`src/rtl/fti_seq.sv`:
```
// fti_seq: sequential IEEE-754 single-precision to unsigned integer converter.
// Special and trivial inputs resolve straight away. In-range values rebuild the
// integer one mantissa bit per cycle, starting from the hidden bit.
// The result is truncated toward zero, saturated to 255 on overflow, and
// returned with one status flag or none.
//
// Handshake: a transfer happens on a rising clk edge when valid and ready are
// both high. in_ready is high only in IDLE. While out_valid is high, out_data
// and the flags stay stable until out_ready is seen high on an edge.
module fti_seq #(
    parameter int BIAS  = 127,
    parameter int OUT_W = 8
) (
    input  logic             clk,
    input  logic             rst,
    input  logic             in_valid,
    output logic             in_ready,
    input  logic [31:0]      in_data,
    output logic             out_valid,
    input  logic             out_ready,
    output logic [OUT_W-1:0] out_data,
    output logic             out_ovf,
    output logic             out_neg,
    output logic             out_nan,
    output logic [1:0]       dbg_state
);

    localparam int         CW     = $clog2(OUT_W);
    localparam logic [7:0] L_BIAS = 8'(BIAS);
    localparam logic [7:0] L_EMAX = 8'(BIAS + OUT_W - 1);

    typedef enum logic [1:0] {
        S_IDLE  = 2'd0,
        S_SHIFT = 2'd1,
        S_DONE  = 2'd2
    } state_t;

    state_t            r_state;
    state_t            w_next_state;

    logic [OUT_W-1:0]  r_acc;
    logic [22:0]       r_sreg;
    logic [CW-1:0]     r_cnt;
    logic              r_ovf;
    logic              r_neg;
    logic              r_nan;

    logic              w_in_ready;
    logic              w_accept;
    logic              w_sign;
    logic [7:0]        w_exp;
    logic [22:0]       w_man;
    logic [7:0]        w_exp_off;
    logic              w_shift;
    logic [OUT_W-1:0]  w_ld_data;
    logic              w_ld_ovf;
    logic              w_ld_neg;
    logic              w_ld_nan;

    assign w_sign    = in_data[31];
    assign w_exp     = in_data[30:23];
    assign w_man     = in_data[22:0];
    assign w_exp_off = w_exp - L_BIAS;
    assign w_accept  = in_valid && w_in_ready;

    // Classify the input in priority order: NaN, negative, tiny, overflow, one, shift.
    always_comb begin
        w_shift   = 1'b0;
        w_ld_data = '0;
        w_ld_ovf  = 1'b0;
        w_ld_neg  = 1'b0;
        w_ld_nan  = 1'b0;
        if (w_exp == 8'hFF && w_man != 23'd0) begin
            w_ld_nan = 1'b1;
        end else if (w_sign) begin
            // Magnitude >= 1.0 clamps with a flag; smaller negatives truncate to 0.
            w_ld_neg = (w_exp >= L_BIAS);
        end else if (w_exp < L_BIAS) begin
            w_ld_data = '0;
        end else if (w_exp > L_EMAX) begin
            w_ld_data = '1;
            w_ld_ovf  = 1'b1;
        end else if (w_exp == L_BIAS) begin
            w_ld_data = OUT_W'(1);
        end else begin
            w_shift = 1'b1;
        end
    end

    // State register; reset aborts any conversion in flight.
    always_ff @(posedge clk or posedge rst) begin
        if (rst) begin
            r_state <= S_IDLE;
        end else begin
            r_state <= w_next_state;
        end
    end

    // Next-state logic and handshake outputs.
    always_comb begin
        w_next_state = r_state;
        w_in_ready   = 1'b0;
        out_valid    = 1'b0;
        case (r_state)
            S_IDLE: begin
                w_in_ready = !rst;
                if (w_accept) begin
                    w_next_state = w_shift ? S_SHIFT : S_DONE;
                end
            end
            S_SHIFT: begin
                if (r_cnt == CW'(1)) begin
                    w_next_state = S_DONE;
                end
            end
            S_DONE: begin
                out_valid = 1'b1;
                if (out_ready) begin
                    w_next_state = S_IDLE;
                end
            end
            default: w_next_state = S_IDLE;
        endcase
    end

    // Datapath: load on accept, shift one mantissa bit per SHIFT cycle.
    always_ff @(posedge clk or posedge rst) begin
        if (rst) begin
            r_acc  <= '0;
            r_sreg <= '0;
            r_cnt  <= '0;
            r_ovf  <= 1'b0;
            r_neg  <= 1'b0;
            r_nan  <= 1'b0;
        end else begin
            case (r_state)
                S_IDLE: begin
                    if (w_accept) begin
                        r_sreg <= w_man;
                        if (w_shift) begin
                            // Hidden bit first; exponent offset counts the remaining bits.
                            r_acc <= OUT_W'(1);
                            r_cnt <= w_exp_off[CW-1:0];
                        end else begin
                            r_acc <= w_ld_data;
                            r_cnt <= '0;
                            r_ovf <= w_ld_ovf;
                            r_neg <= w_ld_neg;
                            r_nan <= w_ld_nan;
                        end
                    end
                end
                S_SHIFT: begin
                    r_acc  <= {r_acc[OUT_W-2:0], r_sreg[22]};
                    r_sreg <= {r_sreg[21:0], 1'b0};
                    r_cnt  <= r_cnt - CW'(1);
                    // A shifted result is always in range, so it carries no flag.
                    if (r_cnt == CW'(1)) begin
                        r_ovf <= 1'b0;
                        r_neg <= 1'b0;
                        r_nan <= 1'b0;
                    end
                end
                default: ;
            endcase
        end
    end

    assign in_ready  = w_in_ready;
    assign out_data  = r_acc;
    assign out_ovf   = r_ovf;
    assign out_neg   = r_neg;
    assign out_nan   = r_nan;
    assign dbg_state = r_state;

endmodule

```
`config.mk`:
```
export PLATFORM = sky130hd
export DESIGN_NAME = fti_seq
export DESIGN_NICKNAME = d
export VERILOG_FILES = /design/src/rtl/fti_seq.sv
export SDC_FILE = /design/constraint.sdc
export NUM_CORES = 1
export LEC_CHECK = 0
export CAP_MARGIN = 20
export CORE_MARGIN = 2
export CORE_UTILIZATION = 40
export DETAILED_ROUTE_END_ITERATION = 10
export PLACE_DENSITY = 0.71
export SYNTH_ARGS = -nofsm -noshare
export SYNTH_HDL_FRONTEND = slang
export SYNTH_SLANG_ARGS = --single-unit
```
`constraint.sdc`:
```
create_clock -name clk -period 1.6 [get_ports clk]
set_input_delay 0.32 -clock clk [delete_from_list [all_inputs] [get_ports clk]]
set_output_delay 0.32 -clock clk [all_outputs]
set_load 0.01 [all_outputs]
```
### Word level (Yosys, flattened, before mapping)

Cells that the tools add are included.

| word-level totals | value |
|---|---|
| bits in registers | 39 |
| bits of input ports | 36 |

| cells by class | value |
|---|---|
| add/sub/neg operators | 2 |
| order comparisons | 3 |
| eq/ne operators | 9 |
| multiplexer cells | 42 |
| reduce and logical (&&, ||, !) cells | 9 |

Operators by type and width:

| cell | number |
|---|---|
| 2-to-1 mux 8 bit | 6 |
| one-hot mux 23 bit (2 select lines) | 1 |
| 2-to-1 mux 23 bit | 1 |
| nonzero test 23 bit | 1 |
| 2-to-1 mux 1 bit | 22 |
| one-hot mux 8 bit (2 select lines) | 1 |
| == test 8 x 7 -> 1 bit (second input constant) | 1 |
| == test 8 bit (second input constant) | 1 |
| greater-or-equal comparator 8 x 7 -> 1 bit (second input constant) | 1 |
| > comparator 8 bit (second input constant) | 1 |
| < comparator 8 x 7 -> 1 bit (second input constant) | 1 |
| 2-to-1 mux 2 bit | 4 |
| != test 2 bit (second input constant) | 4 |
| 2-to-1 mux 3 bit | 2 |
| one-hot mux 1 bit (2 select lines) | 3 |
| one-hot mux 2 bit (3 select lines) | 1 |
| one-hot mux 3 bit (2 select lines) | 1 |
| AND reduction 4 bit | 1 |
| == test 3 x 1 -> 1 bit (second input constant) | 1 |
| AND reduction 3 bit | 1 |
| subtractor 3 x 1 -> 3 bit (second input constant) | 1 |
| subtractor 3 bit (second input constant) | 1 |
| == test 2 x 1 -> 1 bit (second input constant) | 1 |
| == test 2 bit (second input constant) | 1 |
| 5 further kinds | 6 |

### Depth between registers and ports, before layout

| logic depth | value |
|---|---|
| depth after elaboration | 9 |
| depth in mapped cells | 7 |
| depth with buffers taken out | 6 |

### Least setup slack after synthesis

Ideal clock, no wire load.

| path | value |
|---|---|
| path type | input to register |
| start point | input rst |
| end point | register r_cnt[2] |
| arrival time | 2.125 ns |
| slack | -0.620 ns |
| stages | 4 |
| buffers on the path | 0 |
| path through | inv_1 -> nand3_2 -> or3_4 -> o32ai_2 |

| between the ends | value |
|---|---|
| cells in the longest elaborated chain, start to end | 5 |

RTL lines:

| item | line | source |
|---|---|---|
| start, declared | 15 | `input logic rst,` |
| zero test 1 bit (no source line) | -- |  |
| 2-to-1 mux 1 bit | 104 | `case (r_state)` |
| logical AND 1 bit | 64 | `assign w_accept = in_valid && w_in_ready;` |
| != test 2 bit (no source line) | -- |  |
| AND reduction 2 bit (no source line) | -- |  |
| end signal, assigned | 143 | `r_cnt <= w_exp_off[CW-1:0];` |
| end signal, assigned | 156 | `r_cnt <= r_cnt - CW'(1);` |
| end, declared | 43 | `logic [CW-1:0] r_cnt;` |

Every way passes these cells.
A chain may end at the register's enable or synchronous reset.

### Worst setup path after layout

| path | value |
|---|---|
| start point | register r_state[0] (netlist: dbg_state[0]) |
| end point | register r_nan (netlist: out_nan) |

| between the ends | value |
|---|---|
| cells in the longest elaborated chain, start to end | 5 |

RTL lines:

| item | line | source |
|---|---|---|
| start, declared | 38 | `state_t r_state;` |
| start signal, assigned | 95 | `r_state <= w_next_state;` |
| zero test 2 bit | 104, 136 |  |
| 2-to-1 mux 1 bit | 104 |  |
| logical AND 1 bit | 64 |  |
| != test 2 bit (no source line) | -- |  |
| AND reduction 4 bit (no source line) | -- |  |
| end signal, assigned | 149 | `r_nan <= w_ld_nan;` |
| end, declared | 46 | `logic r_nan;` |

Several ways; a longest one is shown, not always the timed one.

==> impl_metrics.tcl <==
set metrics [dict create \
    clk_latency_ns 0.30 \
    min_path_type "input pin to flip-flop" \
    antenna_cells 0 \
    placedCellCount 332 \
    dieArea_um2 5213 \
    finalMaxSlewViolations 0 \
    cts_buffer_depth 2 \
    syn_inst 204 \
    critical_path.max_fanout 5 \
    cts_hold_buffers 0 \
    finalCritPeriodShare 0.9655 \
    cellLeakagePower_nw 1.469 \
    syn2layout_area_growth_pct 60.26 \
    path_class "flip-flop to flip-flop" \
    numCtsBuffers 5 \
    fp.dieW_um 72.20 \
    core_um2 4414 \
    cts_tree "done" \
    drc 0 \
    fin_ws_ns 0.05518 \
    status "finished, final reports clean" \
    grt.total_usage 0.2059 \
    ys_warn_count 0 \
    antenna_found_initial 0 \
    power_density_nw_per_um2 948.6 \
    synth_seq_cells 39 \
    drive_above_1_share 0.2619 \
    syn-mean-instance-area_um2 9.120 \
    preCtsSetupSlack_ns -0.5171 \
    async_reset_ff_frac 1.000 \
    grt-ovfl-total 0 \
    place.gp.congestion 0.8318 \
    via_per_inst 5.275 \
    syn_area_um2 1861 \
    clk_pin_slew_ns 0.08 \
    final_nets 333 \
    routedWlPerCell_um 14.63 \
    worstMarginPinSlew_ns 0.4981 \
    hold_viol 0 \
    row_count 24 \
    die_h_um 72.20 \
    fin_cells 346 \
    critical_path_required_ns 1.78 \
    setup_violations 0 \
    finalInstanceArea_um2 2982 \
    routed_wl_um 5062 \
    cts.sinks 39 \
    p_total_w 0.002828 \
    port_buffers 50 \
    clockRootBuffer "clkbuf_8" \
    start_util 0.4215 \
    grt_start_max_net_pins 40 \
    ios 51 \
    vias 1825 \
    grt_pass1_wl_um 8383 \
    yosys_most_used_dff "dfrtp_1" \
    period_needed_ns 1.545 \
    first_pass_iters 4 \
    max_freq_ghz 0.6473 \
    slew_headroom 0.6680 \
    startpoint_type "flip-flop" \
    arrival_ns 1.73 \
    drtIter0Drc 106 \
    synth.yosys.seq_area_share 0.5245 \
    clock_skew_ns 0.005662 \
    dp_hpwl_um 3524 \
    grt_pass1_vias 1834 \
    max-vdd-ir-drop_mv 0.6937 \
    dpl_cell_area_um2 2704 \
    cap_violations 0 \
    synth-edff-count 0 \
    rrSetupSlack_ns 0.06 \
    synth_nets 244 \
    htreeDepth 2 \
    ant_nets 0 \
    crit_path_end_kind "flip-flop" \
    synth.distinct_cells 36 \
]
[kinds of logic after synthesis]
logic type | Yosys count | share of synthesized area
fa+ha+maj | 4 | 0.02690
buf+inv | 18 | 0.03968
xor+xnor | 3 | 0.01412
simple gates | 102 | 0.2549
flops | 39 | 0.5245
compound gates | 38 | 0.1399
[power by group]
part	leakage, nW	internal [W]	switching [W]	total, W
logic	0.942	0.000359	0.000305	0.000664
registers	0.466	0.00119	0.000121	0.00131
clock network	0.0612	0.000505	0.000353	0.000858
[cell usage after synthesis, types with 2 or more instances]
| cell | number | area share |
|---|---|---|
| nand2b_1 | 2 | 0.0067 |
| nand3_1 | 17 | 0.046 |
| nor4_1 | 5 | 0.017 |
| o21ai_0 | 3 | 0.0081 |
| nor2_1 | 45 | 0.091 |
| inv_1 | 7 | 0.014 |
| nand4_1 | 2 | 0.0067 |
| nand3_2 | 2 | 0.011 |
| buf_2 | 5 | 0.013 |
| nor3_1 | 3 | 0.0081 |
| nand2_1 | 19 | 0.038 |
| xnor2_1 | 2 | 0.0094 |
| clkbuf_1 | 5 | 0.010 |
| ha_1 | 4 | 0.027 |
| o22ai_1 | 21 | 0.071 |
| a21oi_1 | 2 | 0.0054 |
| dfrtp_1 | 39 | 0.52 |
| o221ai_1 | 2 | 0.0094 |
| o2bb2ai_1 | 2 | 0.0094 |
[placed cells by master, fill, tap and decap left out, types with 3 or more instances in the layout]
master	Yosys	routed
nor2_1	45	43
o21ai_0	3	3
dfrtp_1	39	39
nand2_1	19	18
ha_1	4	3
clkdlybuf4s50_1	0	17
o22ai_1	21	21
dlymetal6s2s_1	0	20
nand3_1	17	17
clkbuf_8	0	6
inv_1	7	6
nor4_2	1	6
buf_4	0	40
dlygate4sd2_1	0	10
[per-stage QoR]
step	hold slack (ns)	util	setup TNS, ns
3_3_place_gp	0.4747	0.6125	-7.836
4_1_cts	0.4478	0.6494	0
6_report	0.3203	0.6755	0
2_1_floorplan	0.3106	-	-3.320
5_1_grt	0.3296	0.6755	-0.1592
3_5_place_dp	0.4876	0.6125	-8.160
[layer usage]
| metal | share of wire | track usage | vias to the layer above |
|---|---|---|---|
| met4 | 0.016 | 0.06709 | 0 |
| met1 | 0.45 | 0.2838 | 851 |
| met3 | 0.058 | 0.04444 | 8 |
| met2 | 0.47 | 0.3252 | 69 |
| li1 | - | - | 897 |
| met5 | 0 | 0 | - |
[sequential cells by signal, summed over array words and instances, names as in the netlist]
register and cells:
dbg_state 2, out_nan 1, r_sreg 23, r_cnt 3
out_ovf 1, out_data 8, out_neg 1
[critical path, cell delays in order, from the launching register on]
cell	delay, ns
dfrtp_1	0.38
buf_4	0.16
nor3b_1	0.22
a31oi_1	0.07
nor2_1	0.20
o31ai_2	0.12
buf_4	0.16
o2bb2ai_1	0.12
[cell type report]
cell class	instances	area [µm²]
Fill cell	375	1433
Sequential cell	39	975.9
Multi-Input combinational cell	147	908.4
Timing Repair Buffer	93	884.6
Clock buffer	6	82.58
Tap cell	52	65.06
Clock inverter	2	35.03
Inverter	7	30.03
[repair_timing]
| action | 4_1_cts | 5_1_grt |
|---|---|---|
| setup buffers | 4 | 2 |
| pin swaps | 9 | 15 |
| gates resized for setup | 19 | 35 |
| setup endpoints to repair | 17 | 32 |
[final timing paths]
kind                                   start          end  depth (start not counted)
worst max-delay path            dbg_state[0]      out_nan                          7
worst min-delay path             in_data[13]   r_sreg[13]                          3
worst max register to register  dbg_state[0]      out_nan                          7
worst min register to register     r_sreg[2]    r_sreg[2]                          2
max in group asynchronous                rst  out_data[4]                          4
min in group asynchronous                rst     r_cnt[2]                          4
No activity file was read; power rests on OpenSTA's default activity.
